File: src/rtl/spi_cfg_regbank_if.sv
// Bus between the SPI scan-chain cell/host side and the configuration register bank.
interface spi_cfg_regbank_if #(
  parameter int DATA_WIDTH = 16,
  parameter int ADDR_WIDTH = 7,
  parameter int NUM_REGS   = 16
);
  logic                           update;
  logic [DATA_WIDTH-1:0]          data_in;
  logic [ADDR_WIDTH-1:0]          addr_in;
  logic [DATA_WIDTH-1:0]          capture_data;
  logic [NUM_REGS*DATA_WIDTH-1:0] cfg_flat;
  logic                           wr_pulse;
  logic [5:0]                     wr_index;
  logic                           err_addr;
  logic [7:0]                     wr_count;

  modport master (
    output update, data_in, addr_in,
    input  capture_data, cfg_flat, wr_pulse, wr_index, err_addr, wr_count
  );

  modport slave (
    input  update, data_in, addr_in,
    output capture_data, cfg_flat, wr_pulse, wr_index, err_addr, wr_count
  );
endinterface

File: src/rtl/spi_cfg_regbank.sv
// Configuration register bank behind the two-phase SPI scan cell.
// Each rising edge of the host update strobe (synchronised into clk_phase1)
// performs one write, read, status read or status clear, and the resulting
// word is presented on capture_data for shift-out on the next frame.
module spi_cfg_regbank #(
  parameter int                    DATA_WIDTH = 16,
  parameter int                    ADDR_WIDTH = 7,
  parameter int                    NUM_REGS   = 16,
  parameter logic [DATA_WIDTH-1:0] ERR_WORD   = 16'hDEAD
) (
  input logic              clk_phase1,
  input logic              reset_n,
  spi_cfg_regbank_if.slave bus
);

  localparam logic [5:0] STATUS_IDX = 6'd63;

  // Saturating increment for the write counter.
  function automatic logic [7:0] sat_inc(input logic [7:0] v);
    return (v == 8'hFF) ? v : v + 8'd1;
  endfunction

  logic                  s1, s2, s3;
  logic                  update_event;
  logic [5:0]            idx;
  logic                  wr;
  logic                  in_range;
  logic                  is_status;
  logic                  cfg_wr;
  logic [DATA_WIDTH-1:0] rd_word;
  logic [DATA_WIDTH-1:0] status_word;
  logic [DATA_WIDTH-1:0] regs [NUM_REGS];

  logic [DATA_WIDTH-1:0] capture_data;
  logic                  wr_pulse;
  logic [5:0]            wr_index;
  logic                  err_addr;
  logic [7:0]            wr_count;

  // Three-flop synchroniser for the asynchronous update level; preset to 1
  // so an update already high at reset release is not seen as an edge.
  always_ff @(posedge clk_phase1 or negedge reset_n) begin
    if (!reset_n) begin
      s1 <= 1'b1;
      s2 <= 1'b1;
      s3 <= 1'b1;
    end else begin
      s1 <= bus.update;
      s2 <= s1;
      s3 <= s2;
    end
  end

  // Address decode and read-back selection for the current event.
  always_comb begin
    update_event = s2 & ~s3;
    idx          = bus.addr_in[5:0];
    wr           = bus.addr_in[6];
    in_range     = (idx < 6'(NUM_REGS));
    is_status    = (idx == STATUS_IDX);
    cfg_wr       = update_event & in_range & wr;
    status_word  = {{(DATA_WIDTH-9){1'b0}}, err_addr, wr_count};
    rd_word      = '0;
    for (int k = 0; k < NUM_REGS; k++) begin
      if (idx == 6'(k)) rd_word = regs[k];
    end
  end

  // Configuration register file; only a write event to an implemented index changes it.
  always_ff @(posedge clk_phase1 or negedge reset_n) begin
    if (!reset_n) begin
      for (int k = 0; k < NUM_REGS; k++) regs[k] <= '0;
    end else if (cfg_wr) begin
      for (int k = 0; k < NUM_REGS; k++) begin
        if (idx == 6'(k)) regs[k] <= bus.data_in;
      end
    end
  end

  // Event actions: capture word, write pulse/index, sticky error and write counter.
  always_ff @(posedge clk_phase1 or negedge reset_n) begin
    if (!reset_n) begin
      capture_data <= '0;
      wr_pulse     <= 1'b0;
      wr_index     <= '0;
      err_addr     <= 1'b0;
      wr_count     <= '0;
    end else begin
      wr_pulse <= 1'b0;
      if (update_event) begin
        if (in_range) begin
          if (wr) begin
            capture_data <= bus.data_in;
            wr_pulse     <= 1'b1;
            wr_index     <= idx;
            wr_count     <= sat_inc(wr_count);
          end else begin
            capture_data <= rd_word;
          end
        end else if (is_status) begin
          if (wr) begin
            err_addr     <= 1'b0;
            wr_count     <= '0;
            capture_data <= '0;
          end else begin
            capture_data <= status_word;
          end
        end else begin
          err_addr     <= 1'b1;
          capture_data <= ERR_WORD;
        end
      end
    end
  end

  for (genvar k = 0; k < NUM_REGS; k++) begin : g_flat
    assign bus.cfg_flat[k*DATA_WIDTH +: DATA_WIDTH] = regs[k];
  end

  assign bus.capture_data = capture_data;
  assign bus.wr_pulse     = wr_pulse;
  assign bus.wr_index     = wr_index;
  assign bus.err_addr     = err_addr;
  assign bus.wr_count     = wr_count;

endmodule

File: src/flat_wrapper.sv
// flat-port wrapper written by rule: the top's interface ports become plain ports
module spi_cfg_regbank_flat 
#(
  parameter int                    DATA_WIDTH = 16,
  parameter int                    ADDR_WIDTH = 7,
  parameter int                    NUM_REGS   = 16,
  parameter logic [DATA_WIDTH-1:0] ERR_WORD   = 16'hDEAD
)
  (clk_phase1, reset_n, bus_update, bus_data_in, bus_addr_in, bus_capture_data, bus_cfg_flat, bus_wr_pulse, bus_wr_index, bus_err_addr, bus_wr_count);
  spi_cfg_regbank_if #(.DATA_WIDTH(DATA_WIDTH), .ADDR_WIDTH(ADDR_WIDTH), .NUM_REGS(NUM_REGS)) bus_i ();
  input logic clk_phase1;
  input logic reset_n;
  input wire logic [$bits(bus_i.update)-1:0] bus_update;
  input wire logic [$bits(bus_i.data_in)-1:0] bus_data_in;
  input wire logic [$bits(bus_i.addr_in)-1:0] bus_addr_in;
  output wire logic [$bits(bus_i.capture_data)-1:0] bus_capture_data;
  output wire logic [$bits(bus_i.cfg_flat)-1:0] bus_cfg_flat;
  output wire logic [$bits(bus_i.wr_pulse)-1:0] bus_wr_pulse;
  output wire logic [$bits(bus_i.wr_index)-1:0] bus_wr_index;
  output wire logic [$bits(bus_i.err_addr)-1:0] bus_err_addr;
  output wire logic [$bits(bus_i.wr_count)-1:0] bus_wr_count;
  assign bus_i.update = bus_update;
  assign bus_i.data_in = bus_data_in;
  assign bus_i.addr_in = bus_addr_in;
  assign bus_capture_data = bus_i.capture_data;
  assign bus_cfg_flat = bus_i.cfg_flat;
  assign bus_wr_pulse = bus_i.wr_pulse;
  assign bus_wr_index = bus_i.wr_index;
  assign bus_err_addr = bus_i.err_addr;
  assign bus_wr_count = bus_i.wr_count;
  spi_cfg_regbank #(.DATA_WIDTH(DATA_WIDTH), .ADDR_WIDTH(ADDR_WIDTH), .NUM_REGS(NUM_REGS), .ERR_WORD(ERR_WORD)) u_core (.clk_phase1(clk_phase1), .reset_n(reset_n), .bus(bus_i));
endmodule
File: config.mk
export PLATFORM = sky130hd
export DESIGN_NAME = spi_cfg_regbank_flat
export DESIGN_NICKNAME = d
export VERILOG_FILES = /design/src/rtl/spi_cfg_regbank_if.sv /design/src/rtl/spi_cfg_regbank.sv /design/src/flat_wrapper.sv
export SDC_FILE = /design/constraint.sdc
export NUM_CORES = 1
export LEC_CHECK = 0
export ABC_AREA = 1
export CORE_MARGIN = 10
export CORE_UTILIZATION = 54
export CTS_CLUSTER_DIAMETER = 150
export DETAILED_ROUTE_END_ITERATION = 12
export PLACE_DENSITY = 0.93
export SYNTH_ARGS = -nofsm -noshare
export SYNTH_HDL_FRONTEND = slang
export SYNTH_SLANG_ARGS = --single-unit
File: constraint.sdc
create_clock -name clk_phase1 -period 4.6 [get_ports clk_phase1]
set_clock_uncertainty 0.15 [all_clocks]
set_input_delay 0.69 -clock clk_phase1 [delete_from_list [all_inputs] [get_ports clk_phase1]]
set_output_delay 0.69 -clock clk_phase1 [all_outputs]
set_load 0.05 [all_outputs]
==> results.sh, run 1 <==
export IMPL_antenna_left=0
export IMPL_gp_congestion=0.938
export IMPL_cts_resized=0
export IMPL_post_route_drc_count=0
export IMPL_regToRegSetupSlack_ns=1.62
export IMPL_ys_types=29
export IMPL_syn_area_sq_um=12900
export IMPL_final_nets=1865
export IMPL_critPathLaunchType="primary input"
export IMPL_rows=56
export IMPL_grt_pass1_vias=12500
export IMPL_die_y_um=174
export IMPL_final_min_clock_period_ns=3.55
export IMPL_hpwl_mm=35.2
export IMPL_synth_area_per_cell_sq_um=8.24
export IMPL_layout_commonest_cell="nand2_1"
export IMPL_slowest_delay_ns=0.77
export IMPL_layout_drive_gt1_share=0.0555
export IMPL_core_sq_um=23500
export IMPL_final_util=0.731
export IMPL_fmax_ghz=0.282
export IMPL_crit_chain="clkdlybuf4s50_1, nor2_2, nand2_2, nor2_1, a21oi_1, nand4_1, o21ai_1, nand4_1, nor2_1, nand4_1, nand3b_1, nand2_1, nand2_1"
export IMPL_setup_tns_ns=0
export IMPL_hp_class="in -> async"
export IMPL_hold_buffers=0
export IMPL_rsz0062_at_grt="no"
export IMPL_area_growth_syn_to_layout_pct=33.5
export IMPL_post_cts_buffers=0
export IMPL_ys_ff_latch=291
export IMPL_io_pin_count=314
export IMPL_grt_usage=0.320
export IMPL_vias=12900
export IMPL_fp_dieW_um=174
export IMPL_p_clk_frac=0.388
export IMPL_drv_cap=0
export IMPL_routed_wl_mm=50.5
export IMPL_power_density_nw_per_um2=368
export IMPL_crit_type="in -> reg"
export IMPL_vdd_drop_max_mv=0.293
export IMPL_grt_pass1_wl_mm=76.1
export IMPL_setup_viol=0
export IMPL_seq_power_share=0.444
export IMPL_yosysSeqAreaShare=0.567
export IMPL_critPathCaptureType="register"
export IMPL_fillers=1695
export IMPL_holdWs_ns=0.0735
export IMPL_fin_area_sq_um=17200
export IMPL_worst_slew_pin_slew_ns=0.970
export IMPL_maxSlewHeadroom=0.352
export IMPL_rr_worst_depth=8
export IMPL_cpMostUsedCell="nand4_1"
export IMPL_syn_inst=1561
export IMPL_grt_start_max_net_pins=117
export IMPL_overflow=0
export IMPL_cts_max_level=1
export IMPL_crit_required_ns=4.94
export IMPL_crit_cells=13
export IMPL_clk_pin_slew_ns=0.06
export IMPL_yosysWarnings=0
export IMPL_slew_viol_final=0
export IMPL_cts_max_path_buffers=3
export IMPL_diodes=0
export IMPL_io_buffers=313
export IMPL_outcome="complete, no violations"
export IMPL_worst_path_max_fanout=13
export IMPL_cpLargestDelayFamily="simple AND/OR/NAND/NOR gates"
export IMPL_switchingPower_mw=1.90
export IMPL_hold_violations=0
export IMPL_die_area_sq_um=30400
export IMPL_switching_share=0.301
export IMPL_drtPass1Iterations=8
export IMPL_power_leakage_nw=7.48
export IMPL_combPwrFrac=0.169
export IMPL_ctsRootBufferMaster="clkbuf_16"
export IMPL_drt_vias_per_instance=5.92
export IMPL_drt_iter0_markers=1968
export IMPL_path_buf_inv=1
export IMPL_cpMaxStageDelayCell="nor2_1"
export IMPL_placed_area_sq_um=16200
export IMPL_cts_sinks=291
export IMPL_layout_common_cells="nand2_1 (522), clkdlybuf4s50_1 (312), dfrtp_1 (288)"
export IMPL_p_int_mw=4.42
export IMPL_rr_startpoint="u_core.s2$_DFF_PN1_"
export IMPL_rr_endpoint="u_core.bus.cfg_flat[90]$_DFFE_PN0P_"
export IMPL_numCtsBuffers=30
export IMPL_syn_nets=1588
export IMPL_wl_per_cell_um=23.2
export IMPL_total_power_mw=6.32
export IMPL_start_util=0.548
export IMPL_finalCritPeriodShare=0.772
export IMPL_grt_antenna_before_repair=0
export IMPL_arrival_ns=3.89
export IMPL_clock_latency_ns=0.56
export IMPL_cts_tree="done"
cells by family after synthesis:
logic type / synth area share
flops: 0.567
compound gates: 0.136
buf+inv: 0.0597
simple gates: 0.236
fa+ha+maj: 0.000973
cells in the mapped netlist:
cell type  count  share of area
inv_1         98          0.029
nor2_2        14         0.0068
inv_2          7         0.0020
ha_1           1        0.00097
nand3_1       23         0.0090
clkinv_1       1        0.00029
nand2_2        1        0.00049
a21oi_1       49          0.019
nand3b_1       1        0.00058
nor2_4         3         0.0026
or2_2          4         0.0019
or2_1          1        0.00049
dfstp_2        3         0.0061
a211oi_1       5         0.0029
o22ai_1        6         0.0029
nand4_1       51          0.025
nand3_2        4         0.0031
buf_4          5         0.0029
or2_0         10         0.0049
nor3_1         3         0.0012
buf_2         13         0.0051
dfrtp_1      288           0.56
nand4_2        1        0.00097
nand2_1      522           0.15
o21ai_1       11         0.0043
clkbuf_1      71          0.021
nor2_1        93          0.027
a22oi_1        6         0.0035
o21ai_0      266           0.10
metal layers:
metal  vias up  part of all wire  track usage
met4         0             0.066        0.185
met2       945              0.44        0.481
met1      6153              0.37        0.412
li1       5609                 -            -
met3       181              0.13       0.0832
met5         -                 0            0
worst max path at each step:
stage	start	to	slack (ns)
after floorplan	bus_addr_in[4]	u_core.bus.cfg_flat[151]$_DFFE_PN0P_	2.30
after global placement	bus_addr_in[4]	u_core.bus.capture_data[13]$_DFFE_PN0P_	0.69
after detailed placement	bus_addr_in[4]	u_core.bus.cfg_flat[40]$_DFFE_PN0P_	0.62
after CTS	bus_addr_in[4]	u_core.bus.cfg_flat[40]$_DFFE_PN0P_	1.13
after global routing	bus_addr_in[4]	u_core.bus.cfg_flat[40]$_DFFE_PN0P_	0.78
final	bus_addr_in[4]	u_core.bus.capture_data[15]$_DFFE_PN0P_	1.05
power by group through the flow:
| stage | logic (mW) | registers (mW) | clock network, mW |
|---|---|---|---|
| 2_1_floorplan | 0.186 | 3.24 | 0 |
| 3_3_place_gp | 1.04 | 2.84 | 0 |
| 3_5_place_dp | 1.06 | 2.84 | 0 |
| 4_1_cts | 1.07 | 2.80 | 2.44 |
| 5_1_grt | 1.11 | 2.82 | 2.55 |
| 6_report | 1.07 | 2.80 | 2.45 |
final cells by class:
type,instances,area (sq um),share of cell area
Clock buffer,41,843,0.0491
Clock inverter,10,125,0.00729
Inverter,106,398,0.0232
Multi-Input combinational cell,1075,4800,0.280
Sequential cell,291,7290,0.425
Tap cell,319,399,0.0233
Timing Repair Buffer,334,3310,0.193
sequential cells by signal, indices dropped and copies added, names as in the netlist, 6 cells and up:
register,count
u_core.bus.capture_data,16
u_core.bus.cfg_flat,256
u_core.bus.wr_count,8
u_core.bus.wr_index,6
per-stage QoR:
stage / cells / setup WS [ns]
2_1_floorplan: 1561 / 2.30
3_3_place_gp: 2125 / 0.692
3_5_place_dp: 2125 / 0.622
4_1_cts: 2176 / 1.13
5_1_grt: 2176 / 0.776
6_report: 2176 / 1.05
Note: power is estimated with default switching activity, not from simulation.
==> run 2, diff against run 1 <==
Settings changed: CORE_UTILIZATION 54 to 50, PLACE_DENSITY 0.93 to 0.88.
Clock period 4.6 ns to 3.55 ns, I/O delays scaled along.
==> run 2 against run 1 <==
Compared with the run above:
- count of clock-buffer cells in the layout stayed put
- register-to-register slack got worse by 0.77 ns
- die area increased by 7.1%
- clock power grew 31%
- critical path type unchanged
- setup slack worse by 0.66 ns
- final cell count grew 1.6%
- critical endpoint is now u_core.bus.capture_data[2]$_DFFE_PN0P_
- sequential cell count unchanged
- routed wire length about the same
- cell area rose by 1.3%
==> results.sh, run 2 (synthesized netlist as in run 1, its figures left out) <==
export IMPL_fin_area_sq_um=17400
export IMPL_rows=58
export IMPL_layout_drive_gt1_share=0.0675
export IMPL_numCtsBuffers=30
export IMPL_finalCritPeriodShare=0.890
export IMPL_switchingPower_mw=2.50
export IMPL_rsz0062_at_grt="no"
export IMPL_cts_sinks=291
export IMPL_drtPass1Iterations=6
export IMPL_area_growth_syn_to_layout_pct=35.2
export IMPL_stdcell_count=2211
export IMPL_core_sq_um=25300
export IMPL_post_cts_buffers=0
export IMPL_power_leakage_nw=7.60
export IMPL_worst_path_max_fanout=11
export IMPL_post_route_drc_count=0
export IMPL_cts_resized=0
export IMPL_die_area_sq_um=32500
export IMPL_final_nets=1887
export IMPL_final_min_clock_period_ns=3.16
export IMPL_p_int_mw=5.74
export IMPL_dp_slack_ns=-0.00648
export IMPL_power_density_nw_per_um2=474
export IMPL_start_util=0.509
export IMPL_fp_dieW_um=180
export IMPL_worst_slew_pin_slew_ns=0.959
export IMPL_wl_per_cell_um=22.8
export IMPL_critPathLaunchType="primary input"
export IMPL_vias=12900
export IMPL_routed_wl_mm=50.5
export IMPL_layout_commonest_cell="nand2_1"
export IMPL_placed_area_sq_um=16400
export IMPL_drv_cap=0
export IMPL_slew_viol_final=0
export IMPL_fin_ws_ns=0.391
export IMPL_hp_class="reg -> reg"
export IMPL_fillers=1986
export IMPL_post_place_cells=2157
export IMPL_grt_pass1_vias=12500
export IMPL_die_y_um=180
export IMPL_critPathCaptureType="register"
export IMPL_grt_usage=0.299
export IMPL_io_buffers=313
export IMPL_clk_pin_slew_ns=0.07
export IMPL_diodes=0
export IMPL_clock_latency_ns=0.57
export IMPL_p_clk_frac=0.391
export IMPL_arrival_ns=3.45
export IMPL_grt_pass1_wl_mm=76.8
export IMPL_switching_share=0.303
export IMPL_hold_buffers=1
export IMPL_cts_max_level=1
export IMPL_vdd_drop_max_mv=0.376
export IMPL_setup_tns_ns=0
export IMPL_crit_type="in -> reg"
export IMPL_crit_required_ns=3.84
export IMPL_multi_input_area_sq_um=4800
export IMPL_hpwl_mm=36.8
export IMPL_combPwrFrac=0.168
export IMPL_grt_antenna_before_repair=0
export IMPL_outcome="complete, no violations"
export IMPL_regArea_sq_um=7290
export IMPL_overflow=0
export IMPL_hold_violations=0
export IMPL_maxSlewHeadroom=0.360
export IMPL_grt_start_max_net_pins=102
export IMPL_drt_vias_per_instance=5.83
export IMPL_cts_tree="done"
export IMPL_seq_power_share=0.442
export IMPL_gp_congestion=1.02
export IMPL_fmax_ghz=0.317
export IMPL_ctsRootBufferMaster="clkbuf_16"
export IMPL_largest_reg_flops=256
export IMPL_io_pin_count=314
export IMPL_layout_common_cells="nand2_1 (522), clkdlybuf4s50_1 (312), dfrtp_1 (288)"
export IMPL_cts_max_path_buffers=3
export IMPL_antenna_left=0
export IMPL_drt_iter0_markers=1932
export IMPL_setup_viol=0
[run 2: cell type report]
type,count,area share
flip-flops and latches,291,0.419
well taps,330,0.0238
multi-input cells,1075,0.276
inverters,106,0.0229
repair buffers,356,0.201
clock buffers,41,0.0484
clock inverters,12,0.00878
[run 2: worst paths after layout]
path                                     start                                     end  slack [ns]  cells after the start
min                        u_core.s1$_DFF_PN1_                     u_core.s2$_DFF_PN1_        0.21                      0
max in group asynchronous              reset_n     u_core.bus.cfg_flat[18]$_DFFE_PN0P_        1.83                      3
min reg2reg                u_core.s1$_DFF_PN1_                     u_core.s2$_DFF_PN1_        0.21                      0
max                             bus_addr_in[1]  u_core.bus.capture_data[2]$_DFFE_PN0P_        0.39                     15
min in group asynchronous              reset_n     u_core.bus.cfg_flat[99]$_DFFE_PN0P_        0.43                      2
max reg2reg                u_core.s2$_DFF_PN1_     u_core.bus.cfg_flat[35]$_DFFE_PN0P_        0.85                      6
[run 2: through the flow]
step	power (mW)	utilization	hold slack, ns
after global placement	5.05	0.649	0.197
after CTS	8.23	0.688	0.207
after global routing	8.46	0.688	0.218
final	8.24	0.688	0.207
after floorplan	4.44	-	0.0869
after detailed placement	5.07	0.649	0.199
[run 2: layer usage]
| metal | global-route usage | routed length [um] | vias to the layer above |
|---|---|---|---|
| met2 | 0.470 | 23100 | 922 |
| met4 | 0.138 | 2550 | 0 |
| met3 | 0.0677 | 5820 | 159 |
| li1 | - | - | 5663 |
| met5 | 0 | 0 | - |
| met1 | 0.386 | 19000 | 6141 |
[run 2: critical path, cell delays in order]
cell and delay [ns]:
clkdlybuf4s50_1 0.55, inv_1 0.08, nand2_1 0.22, nor2_2 0.17
buf_4 0.18, a22oi_1 0.20, nand3_1 0.14, a21oi_1 0.23
nand4_1 0.13, nor2_1 0.24, nand4_1 0.11, nor2_1 0.24
nand3_1 0.21, nand2_1 0.13, nand2_1 0.07
[run 2: power groups by stage]
| stage | Sequential (mW) | Clock [mW] | Combinational (mW) |
|---|---|---|---|
| floorplan | 4.20 | 0 | 0.241 |
| detailed placement | 3.69 | 0 | 1.38 |
| CTS | 3.63 | 3.21 | 1.39 |
| global route | 3.65 | 3.36 | 1.45 |
| finish | 3.64 | 3.22 | 1.38 |
| global placement | 3.69 | 0 | 1.36 |
==> run 3, diff against run 2 <==
Settings changed: SLEW_MARGIN from default to 25.
==> results of run 3 <==
No change in the layout: final DEF, timing and power equal those of run 2.
